$ cat config.mk
export PLATFORM = sky130hd
export DESIGN_NAME = ex_stage
export DESIGN_NICKNAME = d
export VERILOG_FILES = /design/src/rtl/ex_stage_pkg.sv /design/src/rtl/ex_stage_mul_iter.sv /design/src/rtl/ex_stage.sv
export SDC_FILE = /design/constraint.sdc
export NUM_CORES = 1
export LEC_CHECK = 0
export ABC_AREA = 1
export BUFFER_PORTS_ARGS = -buffer_cell sky130_fd_sc_hd__buf_2
export CAP_MARGIN = 20
export CELL_PAD_IN_SITES_DETAIL_PLACEMENT = 1
export CELL_PAD_IN_SITES_GLOBAL_PLACEMENT = 1
export CORE_UTILIZATION = 36
export CTS_CLUSTER_SIZE = 14
export DETAILED_ROUTE_END_ITERATION = 12
export HOLD_SLACK_MARGIN = 0.1
export PLACE_DENSITY_LB_ADDON = 0.25
export SYNTH_ARGS = -nofsm -noshare
export SYNTH_HDL_FRONTEND = slang
export SYNTH_SLANG_ARGS = --single-unit
$ cat constraint.sdc
create_clock -name clk -period 3.9 [get_ports clk]
set_input_delay 0.78 -clock clk [delete_from_list [all_inputs] [get_ports clk]]
set_output_delay 0.78 -clock clk [all_outputs]
set_load 0.01 [all_outputs]
$ cat src/rtl/ex_stage_pkg.sv
// ex_stage_pkg: shared codes for the EX stage (ALUOp, ALU control, funct, mul FSM, forwarding).
package ex_stage_pkg;

    typedef enum logic [1:0] {
        ALUOP_ADD = 2'b00,
        ALUOP_SUB = 2'b01,
        ALUOP_R   = 2'b10,
        ALUOP_I   = 2'b11
    } aluop_e;

    typedef enum logic [2:0] {
        ALU_ADD,
        ALU_SUB,
        ALU_AND,
        ALU_OR,
        ALU_MUL
    } alu_ctrl_e;

    localparam logic [9:0] F_ADD = 10'b0000000_000;
    localparam logic [9:0] F_SUB = 10'b0100000_000;
    localparam logic [9:0] F_AND = 10'b0000000_111;
    localparam logic [9:0] F_OR  = 10'b0000000_110;
    localparam logic [9:0] F_MUL = 10'b0000001_000;

    typedef enum logic [1:0] {
        S_IDLE,
        S_BUSY,
        S_DONE
    } mul_state_e;

    typedef enum logic [1:0] {
        FWD_REG,
        FWD_EXMEM,
        FWD_MEMWB
    } fwd_e;

    // EX/MEM beats MEM/WB; a destination of x0 never forwards.
    function automatic fwd_e fwd_sel(input logic exmem_we, input logic [4:0] exmem_rd,
                                     input logic memwb_we, input logic [4:0] memwb_rd,
                                     input logic [4:0] rs);
        return (exmem_we && exmem_rd != 5'd0 && exmem_rd == rs) ? FWD_EXMEM :
               (memwb_we && memwb_rd != 5'd0 && memwb_rd == rs) ? FWD_MEMWB : FWD_REG;
    endfunction

endpackage

$ cat src/rtl/ex_stage_mul_iter.sv
// ex_stage_mul_iter: iterative shift-add multiplier, one product bit per cycle over XLEN cycles.
module ex_stage_mul_iter
    import ex_stage_pkg::*;
#(
    parameter int XLEN = 32
) (
    input  logic            clk,
    input  logic            reset,
    input  logic            i_start,
    input  logic [XLEN-1:0] i_a,
    input  logic [XLEN-1:0] i_b,
    output logic            o_stall,
    output logic            o_done,
    output logic [XLEN-1:0] o_product
);
    localparam int CW = $clog2(XLEN) + 1;

    mul_state_e      r_state, w_next;
    logic [CW-1:0]   r_cnt;
    logic [XLEN-1:0] r_a, r_b, r_prod;

    always_ff @(posedge clk) begin
        if (!reset) r_state <= S_IDLE;
        else        r_state <= w_next;
    end

    always_comb begin
        w_next = r_state;
        w_next = (r_state == S_IDLE) ? (i_start ? S_BUSY : S_IDLE) :
                 (r_state == S_BUSY) ? ((r_cnt == CW'(XLEN - 1)) ? S_DONE : S_BUSY) : S_IDLE;
    end

    // Only the low XLEN bits of the product are kept, so shifting A out the top is harmless.
    always_ff @(posedge clk) begin
        if (!reset) begin
            r_cnt  <= '0;
            r_a    <= '0;
            r_b    <= '0;
            r_prod <= '0;
        end else if (r_state == S_IDLE && i_start) begin
            r_cnt  <= '0;
            r_a    <= i_a;
            r_b    <= i_b;
            r_prod <= '0;
        end else if (r_state == S_BUSY) begin
            r_cnt  <= r_cnt + 1'b1;
            r_a    <= r_a << 1;
            r_b    <= r_b >> 1;
            r_prod <= r_prod + (r_b[0] ? r_a : '0);
        end
    end

    assign o_stall   = reset && (r_state == S_BUSY || (r_state == S_IDLE && i_start));
    assign o_done    = (r_state == S_DONE);
    assign o_product = r_prod;

endmodule

$ cat src/rtl/ex_stage.sv
// ex_stage: operand forwarding, ALU decode/execute with iterative multiply, and the EX/MEM register.
module ex_stage
    import ex_stage_pkg::*;
#(
    parameter int XLEN = 32
) (
    input  logic            clk,
    input  logic            reset,
    input  logic            RegWrite_in,
    input  logic            MemtoReg_in,
    input  logic            MemRead_in,
    input  logic            MemWrite_in,
    input  logic            ALUSrc_in,
    input  logic [1:0]      ALUOp_in,
    input  logic [9:0]      funct_in,
    input  logic [XLEN-1:0] reg_read_data_1_in,
    input  logic [XLEN-1:0] reg_read_data_2_in,
    input  logic [XLEN-1:0] immi_sign_extended_in,
    input  logic [4:0]      RegisterRs1_in,
    input  logic [4:0]      RegisterRs2_in,
    input  logic [4:0]      RegisterRd_in,
    input  logic            MEM_WB_RegWrite,
    input  logic [4:0]      MEM_WB_RegisterRd,
    input  logic [XLEN-1:0] MEM_WB_write_data,
    output logic            ex_stall,
    output logic            RegWrite_out,
    output logic            MemtoReg_out,
    output logic            MemRead_out,
    output logic            MemWrite_out,
    output logic [XLEN-1:0] ALU_result_out,
    output logic [XLEN-1:0] mem_write_data_out,
    output logic [4:0]      RegisterRd_out
);
    fwd_e            w_fwd_a, w_fwd_b;
    alu_ctrl_e       w_alu_ctrl;
    logic [XLEN-1:0] w_a, w_b, w_op_b, w_alu, w_product;
    logic            w_is_mul, w_mul_done, w_bubble;

    assign w_fwd_a = fwd_sel(RegWrite_out, RegisterRd_out, MEM_WB_RegWrite, MEM_WB_RegisterRd, RegisterRs1_in);
    assign w_fwd_b = fwd_sel(RegWrite_out, RegisterRd_out, MEM_WB_RegWrite, MEM_WB_RegisterRd, RegisterRs2_in);

    assign w_a = (w_fwd_a == FWD_EXMEM) ? ALU_result_out :
                 (w_fwd_a == FWD_MEMWB) ? MEM_WB_write_data : reg_read_data_1_in;
    assign w_b = (w_fwd_b == FWD_EXMEM) ? ALU_result_out :
                 (w_fwd_b == FWD_MEMWB) ? MEM_WB_write_data : reg_read_data_2_in;
    assign w_op_b = ALUSrc_in ? immi_sign_extended_in : w_b;

    // I-type ops all resolve to add; unknown R-type functs also fall back to add.
    always_comb begin
        w_alu_ctrl = ALU_ADD;
        w_alu_ctrl = (ALUOp_in == ALUOP_SUB) ? ALU_SUB :
                     (ALUOp_in != ALUOP_R)   ? ALU_ADD :
                     (funct_in == F_SUB)     ? ALU_SUB :
                     (funct_in == F_AND)     ? ALU_AND :
                     (funct_in == F_OR)      ? ALU_OR  :
                     (funct_in == F_MUL)     ? ALU_MUL : ALU_ADD;
    end

    assign w_alu = (w_alu_ctrl == ALU_SUB) ? w_a - w_op_b :
                   (w_alu_ctrl == ALU_AND) ? w_a & w_op_b :
                   (w_alu_ctrl == ALU_OR)  ? w_a | w_op_b : w_a + w_op_b;

    assign w_is_mul = (w_alu_ctrl == ALU_MUL);
    assign w_bubble = w_is_mul && !w_mul_done;

    ex_stage_mul_iter #(.XLEN(XLEN)) u_mul (
        .clk       (clk),
        .reset     (reset),
        .i_start   (w_is_mul),
        .i_a       (w_a),
        .i_b       (w_b),
        .o_stall   (ex_stall),
        .o_done    (w_mul_done),
        .o_product (w_product)
    );

    always_ff @(posedge clk) begin
        if (!reset) begin
            RegWrite_out       <= 1'b0;
            MemtoReg_out       <= 1'b0;
            MemRead_out        <= 1'b0;
            MemWrite_out       <= 1'b0;
            ALU_result_out     <= '0;
            mem_write_data_out <= '0;
            RegisterRd_out     <= '0;
        end else begin
            RegWrite_out       <= RegWrite_in && !w_bubble;
            MemtoReg_out       <= MemtoReg_in && !w_bubble;
            MemRead_out        <= MemRead_in && !w_bubble;
            MemWrite_out       <= MemWrite_in && !w_bubble;
            ALU_result_out     <= w_mul_done ? w_product : w_alu;
            mem_write_data_out <= w_b;
            RegisterRd_out     <= RegisterRd_in;
        end
    end

endmodule

# Word-level counts from Yosys, hierarchy flattened
# Index checks and enable logic that the tools add are counted.
[classes]
mux = 28
add_sub_neg = 4
bitwise = 3
n_eq_ne = 21
n_reduce_logical = 21
[ops]
columns = ["operator", "n"]
rows = [
  ["$mux W32", 14],
  ["$add A32 B32 Y32", 2],
  ["$and A32 B32 Y32", 1],
  ["$or A32 B32 Y32", 1],
  ["$sub A32 B32 Y32", 1],
  ["$eq A10 B3 Y1 const B", 2],
  ["$eq A5 B5 Y1", 4],
  ["$mux W3", 6],
  ["$mux W2", 7],
  ["$logic_and A1 B1 Y1", 13],
  ["$eq A10 B4 Y1 const B", 1],
  ["$eq A10 B9 Y1 const B", 1],
  ["$reduce_bool A5 Y1", 2],
  ["$eq A2 B1 Y1 const B", 4],
  ["$add A6 B1 Y6 const B", 1],
  ["$eq A2 B2 Y1 const B", 3],
  ["$eq A3 B2 Y1 const B", 2],
  ["$eq A6 B5 Y1 const B", 1],
  ["$eq A3 B1 Y1 const B", 1],
  ["$eq A3 B3 Y1 const B", 1],
  ["$logic_not A1 Y1", 2],
  ["$logic_not A2 Y1", 1],
  ["$ne A2 B2 Y1 const B", 1],
  ["$reduce_bool A2 Y1", 1],
  ["4 further kinds", 4],
]
[totals]
output_inout_bits = 74
reg_bits = 177

# Logic depth before layout (Yosys ltp)
# Gate-level depths: netlist (run 1).
[depth]
ltp_word = 14
ltp_mapped = 31
depth_no_buf = 29

# Modules after synthesis
# A second synthesis (run 1) with hierarchy kept.
[hier_totals]
hier_cells = 2943
hier_area_um2 = 17332.9
[by_module_without_submodules]
columns = ["mod", "instances", "cells_per_inst", "area_each_um2"]
rows = [
  ["ex_stage", 1, 1812, 10587.7],
  ["ex_stage_mul_iter", 1, 1131, 6745.2],
]

# Least setup slack after synthesis (run 1)
# No wires, ideal clock.
[synth_path]
kind = "in2reg"
start = "in RegisterRs2_in[2]"
end = "reg ALU_result_out[20]"
path_slack_ns = 0.046
n_path_buf = 1
required_ns = 3.791
arrival_time_ns = 3.745
stages = 26
path_cell_list = "xor2_1 -> nor3_1 -> nand3_1 -> nor2_2 -> buf_4 -> nand2_1 -> nand3_1 -> nand2_1 -> o21ai_1 -> inv_1 -> ha_1 -> fa_1 -> nand3_1 -> nand3_1 -> nand2_1 -> nand2_1 -> nand2_1 -> nand2_1 -> nand2_1 -> nand2_1 -> a21oi_1 -> o21ai_0 -> nand2_1 -> nand3_1 -> nand2_1 -> inv_1"
[synth_between]
elab_chain_len = 13
[synth_lines]
columns = ["item", "line", "text"]
rows = [
  ["from (decl)", "ex_stage.sv:20", "input logic [4:0] RegisterRs2_in,"],
  ["$eq A5 B5 Y1", "ex_stage_pkg.sv:42", "(memwb_we && memwb_rd != 5'd0 && memwb_rd == rs) ? FWD_MEMWB : FWD_REG;"],
  ["$logic_and A1 B1 Y1", "ex_stage_pkg.sv:42", ""],
  ["$mux W2", "ex_stage_pkg.sv:42", ""],
  ["$mux W2 *", "ex_stage_pkg.sv:41", "return (exmem_we && exmem_rd != 5'd0 && exmem_rd == rs) ? FWD_EXMEM :"],
  ["$eq A2 B2 Y1", "ex_stage.sv:45", "(w_fwd_b == FWD_MEMWB) ? MEM_WB_write_data : reg_read_data_2_in;"],
  ["$mux W32", "ex_stage.sv:45", ""],
  ["$mux W32 *", "ex_stage.sv:44", "assign w_b = (w_fwd_b == FWD_EXMEM) ? ALU_result_out :"],
  ["$mux W32 *", "ex_stage.sv:46", "assign w_op_b = ALUSrc_in ? immi_sign_extended_in : w_b;"],
  ["$add A32 B32 Y32 or $or A32 B32 Y32 (tied branches)", "ex_stage.sv:61", "(w_alu_ctrl == ALU_OR) ? w_a | w_op_b : w_a + w_op_b;"],
  ["$mux W32", "ex_stage.sv:61", ""],
  ["$mux W32", "ex_stage.sv:60", "(w_alu_ctrl == ALU_AND) ? w_a & w_op_b :"],
  ["$mux W32 *", "ex_stage.sv:59", "assign w_alu = (w_alu_ctrl == ALU_SUB) ? w_a - w_op_b :"],
  ["$mux W32 *", "ex_stage.sv:91", "ALU_result_out <= w_mul_done ? w_product : w_alu;"],
  ["to (signal assigned)", "ex_stage.sv:91", ""],
  ["to (decl)", "ex_stage.sv:30", "output logic [XLEN-1:0] ALU_result_out,"],
]
# Every way passes the cells marked *; elsewhere a longest branch is shown, timed or not.
# A chain may end at the register's enable or synchronous reset.

# Final worst setup path (run 1)
[layout_path]
start = "in MEM_WB_RegisterRd[0]"
end = "reg ALU_result_out[5]"
[layout_between]
elab_chain_len = 14
[layout_lines]
columns = ["item", "line", "text"]
rows = [
  ["from (decl)", "ex_stage.sv:23", "input logic [4:0] MEM_WB_RegisterRd,"],
  ["$reduce_bool A5 Y1", "ex_stage_pkg.sv:42", ""],
  ["$logic_and A1 B1 Y1 (2 in a row)", "ex_stage_pkg.sv:42", ""],
  ["$mux W2", "ex_stage_pkg.sv:42", ""],
  ["$mux W2", "ex_stage_pkg.sv:41", ""],
  ["$eq A2 B2 Y1", "ex_stage.sv:45", ""],
  ["$mux W32", "ex_stage.sv:45", ""],
  ["$mux W32", "ex_stage.sv:44", ""],
  ["$mux W32", "ex_stage.sv:46", ""],
  ["$add A32 B32 Y32 or $or A32 B32 Y32 (tied branches)", "ex_stage.sv:61", ""],
  ["$mux W32", "ex_stage.sv:61", ""],
  ["$mux W32", "ex_stage.sv:60", ""],
  ["$mux W32 *", "ex_stage.sv:59", ""],
  ["$mux W32 *", "ex_stage.sv:91", ""],
]
# Marked as above.

==> flow_summary.toml, run 1 <==
[run_status]
outcome = "finished, violations left"
violations = "setup timing"

[placed_design]
dp_hpwl_um = 78600
place.gp.congestion = 1.01
numPortBuffers = 241
post_dp_cell_area_um2 = 22500

[global_route]
grt_pass1_wl_um = 144000
grt_max_degree = 86
antenna_found_initial = 6
grt_remaining_overflow = 0
grt_pass1_vias = 23800
grt.total_usage = 0.407

[routing]
drc = 0
met3_length_um = 8280
routed_via_density = 5.66
vias = 24500
drt-met1-wl_um = 43500
first_iter_violations = 2261
top_layer = "met5"
wl_per_cell_um = 25.7
drt-pass1-iter-count = 6
met2_length_um = 50100
detail_route.wirelength_um = 111000
final_antenna_net_count = 0

[worst_setup_path]
required_ps = 4280
slowest_delay_ps = 610
cp_slowest_cell = "a22oi_1"
cp_max_fo = 8
path_delay_family = "compound AO/OA/AOI/OAI gates"
startpoint_type = "primary input"
end_kind = "register"
crit_arrival_ps = 4700
crit_buf_inv = 9
crit_type = "primary input to register"
crit_top_cell = "nand2_1"

[clocking]
cts_tree = "yes"
clkSlewWorstSetupHoldPaths_ps = 80
root_buffer = "clkbuf_16"
cts_hold_buffers = 0
cts_buffers = 17
cts_sinks = 177
cts_buffer_depth = 2
htree_levels = 4
clk_latency_ps = 510

[sta]
timing.fmax_mhz = 232
finalCriticalPeriod_ps = 4320
clock-skew-final_ps = 20.4
rsz0062_at_grt = "yes"
layout_setup_ws_ps = -417
relSlewSlack = 0.255
slew_violations = 0
hold_viol = 0
min_period_over_period = 1.11
tightest_slew_ps = 1120
finalSetupViolCount = 28

[cells_and_area]
fin_nets = 4008
area_delta_synth_final_pct = 58.4
fillers = 6176
final_common_cell = "nand2_1"
drive_gt1_frac = 0.394
final_cell_mix = "nand2_1 (705), buf_4 (546), inv_1 (436)"
stdcell_area_um2 = 26900

[logic_synthesis]
yosys.area.top_type = "dfxtp_1"
synth_edf_count = 0
netlist_area_um2 = 17000
yosys_register_bits = 177
ys.flop_type = "dfxtp_1"
ys_seq_area_frac = 0.209
postSynthCellCount = 2947
postSynthAreaPerCell_um2 = 5.76
yosys-top-cells-area = "dfxtp_1 (21%), nand2_1 (19%), inv_1 (11%), ha_1 (10%), nand3_1 (8.1%)"
ys_warn_count = 0
synth_cell_types = 44
syn-num-nets = 3254
synth_top_area_share = 0.209
async_reset_ff_frac = 0

[power_and_ir_drop]
p_clk_frac = 0.258
power.density_nw_per_um2 = 294
p_comb_frac = 0.487
p_leak_nw = 14.5
vdd_drop_max_v = 0.000318
p_sw_frac = 0.426
power.internal_mw = 4.53
power_frac_seq = 0.255
power.total_mw = 7.89
power.switching_mw = 3.36

[die]
coreArea_um2 = 46600
num_io_pins = 242
die_area_um2 = 48000
fp.dieW_um = 219
num_rows = 79
die_height_um = 219
initial_core_util = 0.365

[run]
maxCapViolCount = 0

[hold_path]
hold_class = "primary input to register"
==> synthesized netlist by cell type, types with 7 or more instances <==
| cell | instances |
|---|---|
| nor4_1 | 7 |
| or2_2 | 31 |
| o21ai_0 | 180 |
| a31oi_1 | 7 |
| clkbuf_1 | 70 |
| a21oi_1 | 147 |
| a211oi_1 | 7 |
| xor2_1 | 45 |
| a21o_1 | 11 |
| nand2_1 | 861 |
| nor3_1 | 31 |
| inv_1 | 509 |
| ha_1 | 136 |
| dfxtp_1 | 177 |
| o21bai_1 | 10 |
| nand4_1 | 28 |
| o21ai_1 | 16 |
| buf_2 | 30 |
| o211ai_1 | 52 |
| nor2_1 | 247 |
| xnor2_1 | 13 |
| buf_1 | 9 |
| nand3_1 | 276 |
==> cells by family (layout without fill, tap and decap cells) <==
logic type	Yosys count	in the layout	share of synthesized area
compound gates	450	450	0.149
simple gates	1494	1494	0.366
fa+ha+maj	139	139	0.104
flops	177	177	0.209
xor+xnor	58	58	0.0299
other cells	0	4	0
buf+inv	629	1396	0.142
==> cell type report <==
type,instances,area (um2),share of cell area
clock inverter,15,221,0.00824
clock buffer,17,425,0.0158
sequential,177,3560,0.132
multi-input combinational,2141,13800,0.513
antenna,4,10.0,0.000372
timing repair buffer,849,6160,0.229
tap,607,759,0.0283
inverter,515,1960,0.0727
==> through the flow <==
stage / hold WS, ps / setup WS [ps] / TNS [ps] / std cells / util
after floorplan: 434 / 46.3 / 0 / 2947 / -
after global placement: 464 / -1230 / -25220 / 4200 / 0.482
after detailed placement: 469 / -1400 / -30500 / 4200 / 0.482
after CTS: 441 / -11.2 / -22.2 / 4269 / 0.529
after global routing: 474 / -514 / -8230 / 4323 / 0.577
final: 464 / -417 / -4710 / 4325 / 0.577
==> power by group through the flow <==
stage / combinational, mW / clock, mW / sequential [mW]
6_report: 3.84 / 2.04 / 2.01
4_1_cts: 3.13 / 2.03 / 2.00
5_1_grt: 4.00 / 2.09 / 2.00
3_3_place_gp: 2.75 / 0 / 2.04
2_1_floorplan: 1.14 / 0 / 2.01
3_5_place_dp: 2.81 / 0 / 2.04
==> registers in the layout (all words and copies together), names as in the netlist <==
register,count
u_mul.r_b,32
MemtoReg_out,1
RegisterRd_out,5
u_mul.r_cnt,6
u_mul.o_product,32
u_mul.r_a,32
RegWrite_out,1
ALU_result_out,32
mem_write_data_out,32
MemWrite_out,1
u_mul.r_state,2
MemRead_out,1
==> path summary, 6_finish.rpt <==
kind	from	end	slack (ps)	depth (start not counted)
min reg2reg	u_mul.r_cnt[5]	u_mul.r_state[1]	480	1
min	RegisterRd_in[0]	RegisterRd_out[0]	460	3
max reg2reg	RegisterRd_out[2]	ALU_result_out[5]	-340	26
max	MEM_WB_RegisterRd[0]	ALU_result_out[5]	-420	28
==> layer usage <==
layer | vias up | GRT usage
li1 | 10800 | -
met1 | 11900 | 0.495
met2 | 1346 | 0.667
met3 | 452 | 0.0568
met4 | 6 | 0.273
met5 | - | 0
==> tightest hold or removal path, cell delays in order <==
cell and delay (ps):
buf_2 80, nand2_1 40, inv_1 40
==> timing repair <==
item,4_1_cts,5_1_grt
pin swaps,64,147
endpoints found under the setup margin,30,30
gates resized for setup,361,498
setup buffers,37,50
cloned,2,4
Power figures use the tool's default switching activity.
==> run 2, diff against run 1 <==
CORE_MARGIN = 4   (was unset)
==> flow_summary.toml, run 2 (synthesis results as in run 1) <==
[sta]
slew_violations = 0
fin_setup_tns_ps = -1460
min_period_over_period = 1.05
clock-skew-final_ps = 13.6
finalCriticalPeriod_ps = 4080
timing.fmax_mhz = 245
tightest_slew_ps = 866
rsz0062_at_grt = "yes"
relSlewSlack = 0.417
finalSetupViolCount = 17
layout_setup_ws_ps = -181
hold_viol = 0

[hold_path]
holdPathStages = 3
min_to = "RegisterRd_out[2]"
hold_start = "RegisterRd_in[2]"
hold_class = "primary input to register"

[power_and_ir_drop]
p_leak_nw = 14.0
power.switching_mw = 2.98
power.density_nw_per_um2 = 288
power.internal_mw = 4.48
power_frac_seq = 0.267
vdd_drop_max_v = 0.000326
power.total_mw = 7.47
p_clk_frac = 0.265
p_sw_frac = 0.400
p_comb_frac = 0.467

[global_route]
grt_pass1_wl_um = 147000
grt_pass1_vias = 24200
grt_remaining_overflow = 0
grt.total_usage = 0.381
grt_max_degree = 65
antenna_found_initial = 4

[routing]
drt-pass1-iter-count = 5
drc = 0
routed_via_density = 5.51
drt-met1-wl_um = 43200
wl_per_cell_um = 24.1
top_layer = "met5"
detail_route.wirelength_um = 104000
final_antenna_net_count = 0
vias = 23700
first_iter_violations = 1893
met3_length_um = 6360
met2_length_um = 47300

[worst_setup_path]
crit_top_cell = "buf_4"
cp_max_fo = 9
slowest_delay_ps = 220
startpoint_type = "primary input"
crit_type = "primary input to register"
crit_arrival_ps = 4480
r2r_slack_ps = -160
end_kind = "register"
rr_worst_depth = 29
r2r-end = "ALU_result_out[31]"
r2r_start = "RegisterRd_out[2]"
required_ps = 4300
crit_start = "RegisterRs2_in[1]"
cp_slowest_cell = "buf_4"

[die]
die_height_um = 225
fp.dieW_um = 225
initial_core_util = 0.365
num_rows = 79
die_area_um2 = 50700
coreArea_um2 = 46600
num_io_pins = 242

[cells_and_area]
stdcell_count = 4298
final_common_cell = "nand2_1"
area_delta_synth_final_pct = 52.8
fin_nets = 3985
fin_util = 0.557
fillers = 6305
final_cell_mix = "nand2_1 (771), buf_4 (549), inv_1 (452)"
drive_gt1_frac = 0.361

[clocking]
cts_tree = "yes"
htree_levels = 4
root_buffer = "clkbuf_16"
cts_buffers = 17
clkSlewWorstSetupHoldPaths_ps = 80
cts_hold_buffers = 0
cts_buffer_depth = 2
cts_sinks = 177
clk_latency_ps = 500

[run_status]
violations = "setup timing"
outcome = "finished, violations left"

[run]
maxCapViolCount = 0

[placed_design]
place.gp.congestion = 1.00
dp_hpwl_um = 78000
dpl_worst_slack_ps = -1240
numPortBuffers = 241
dp.cells = 4173
run 2: changes by cell type in the layout (fill, tap and decap cells not counted), sizes merged, moves of 3 or more:
cell,change
buf,-24
clkbuf,+5
diode,-3
inv,-7
run 2: layer usage:
layer  GRT usage  vias up
li1            -    10800
met1       0.489    11600
met2       0.619     1010
met3      0.0544      307
met4       0.211        2
met5           0        -
run 2: critical path: cells and delay by family:
family                    cells  cell delay, ps
and+or+nand+nor               6             610
buffers and inverters        21            2640
AOI/OAI and AO/OA             2             240
xor gates and xnor gates      1             180
run 2: final cells by class:
type	instances	area [um2]	area share
diodes	1	2.50	0.0000965
clock buffers	22	474	0.0183
clock inverters	9	155	0.00598
inverters	515	1940	0.0750
multi-input cells	2141	13100	0.505
flip-flops and latches	177	3550	0.137
well taps	607	759	0.0293
repair buffers	826	5960	0.230
run 2: stage by stage:
step / hold slack, ps / instance area [um2]
floorplan: 434 / 17000
global placement: 468 / 22300
detailed placement: 486 / 22300
CTS: 462 / 24500
global route: 481 / 25900
finish: 476 / 25900
run 2: worst max-delay path by stage:
stage | end | slack, ps | cells after the start
2_1_floorplan | ALU_result_out[20] | 50 | 26
3_3_place_gp | ALU_result_out[31] | -1170 | 23
3_5_place_dp | ALU_result_out[31] | -1240 | 30
4_1_cts | ALU_result_out[31] | -60 | 29
5_1_grt | ALU_result_out[31] | -340 | 28
6_report | u_mul.r_b[19] | -180 | 30
run 2: repair_timing:
action,CTS,global route
pin swaps,39,49
cloned,5,2
buffers inserted,40,47
setup endpoints to repair,30,27
gates resized for setup,337,293
run 2: power by group through the flow:
stage	registers (mW)	logic, mW	clock network (mW)
after floorplan	2.01	1.14	0
after global placement	2.02	2.70	0
after detailed placement	2.02	2.75	0
after CTS	1.98	3.06	1.97
after global routing	1.99	3.70	2.05
final	2.00	3.49	1.98
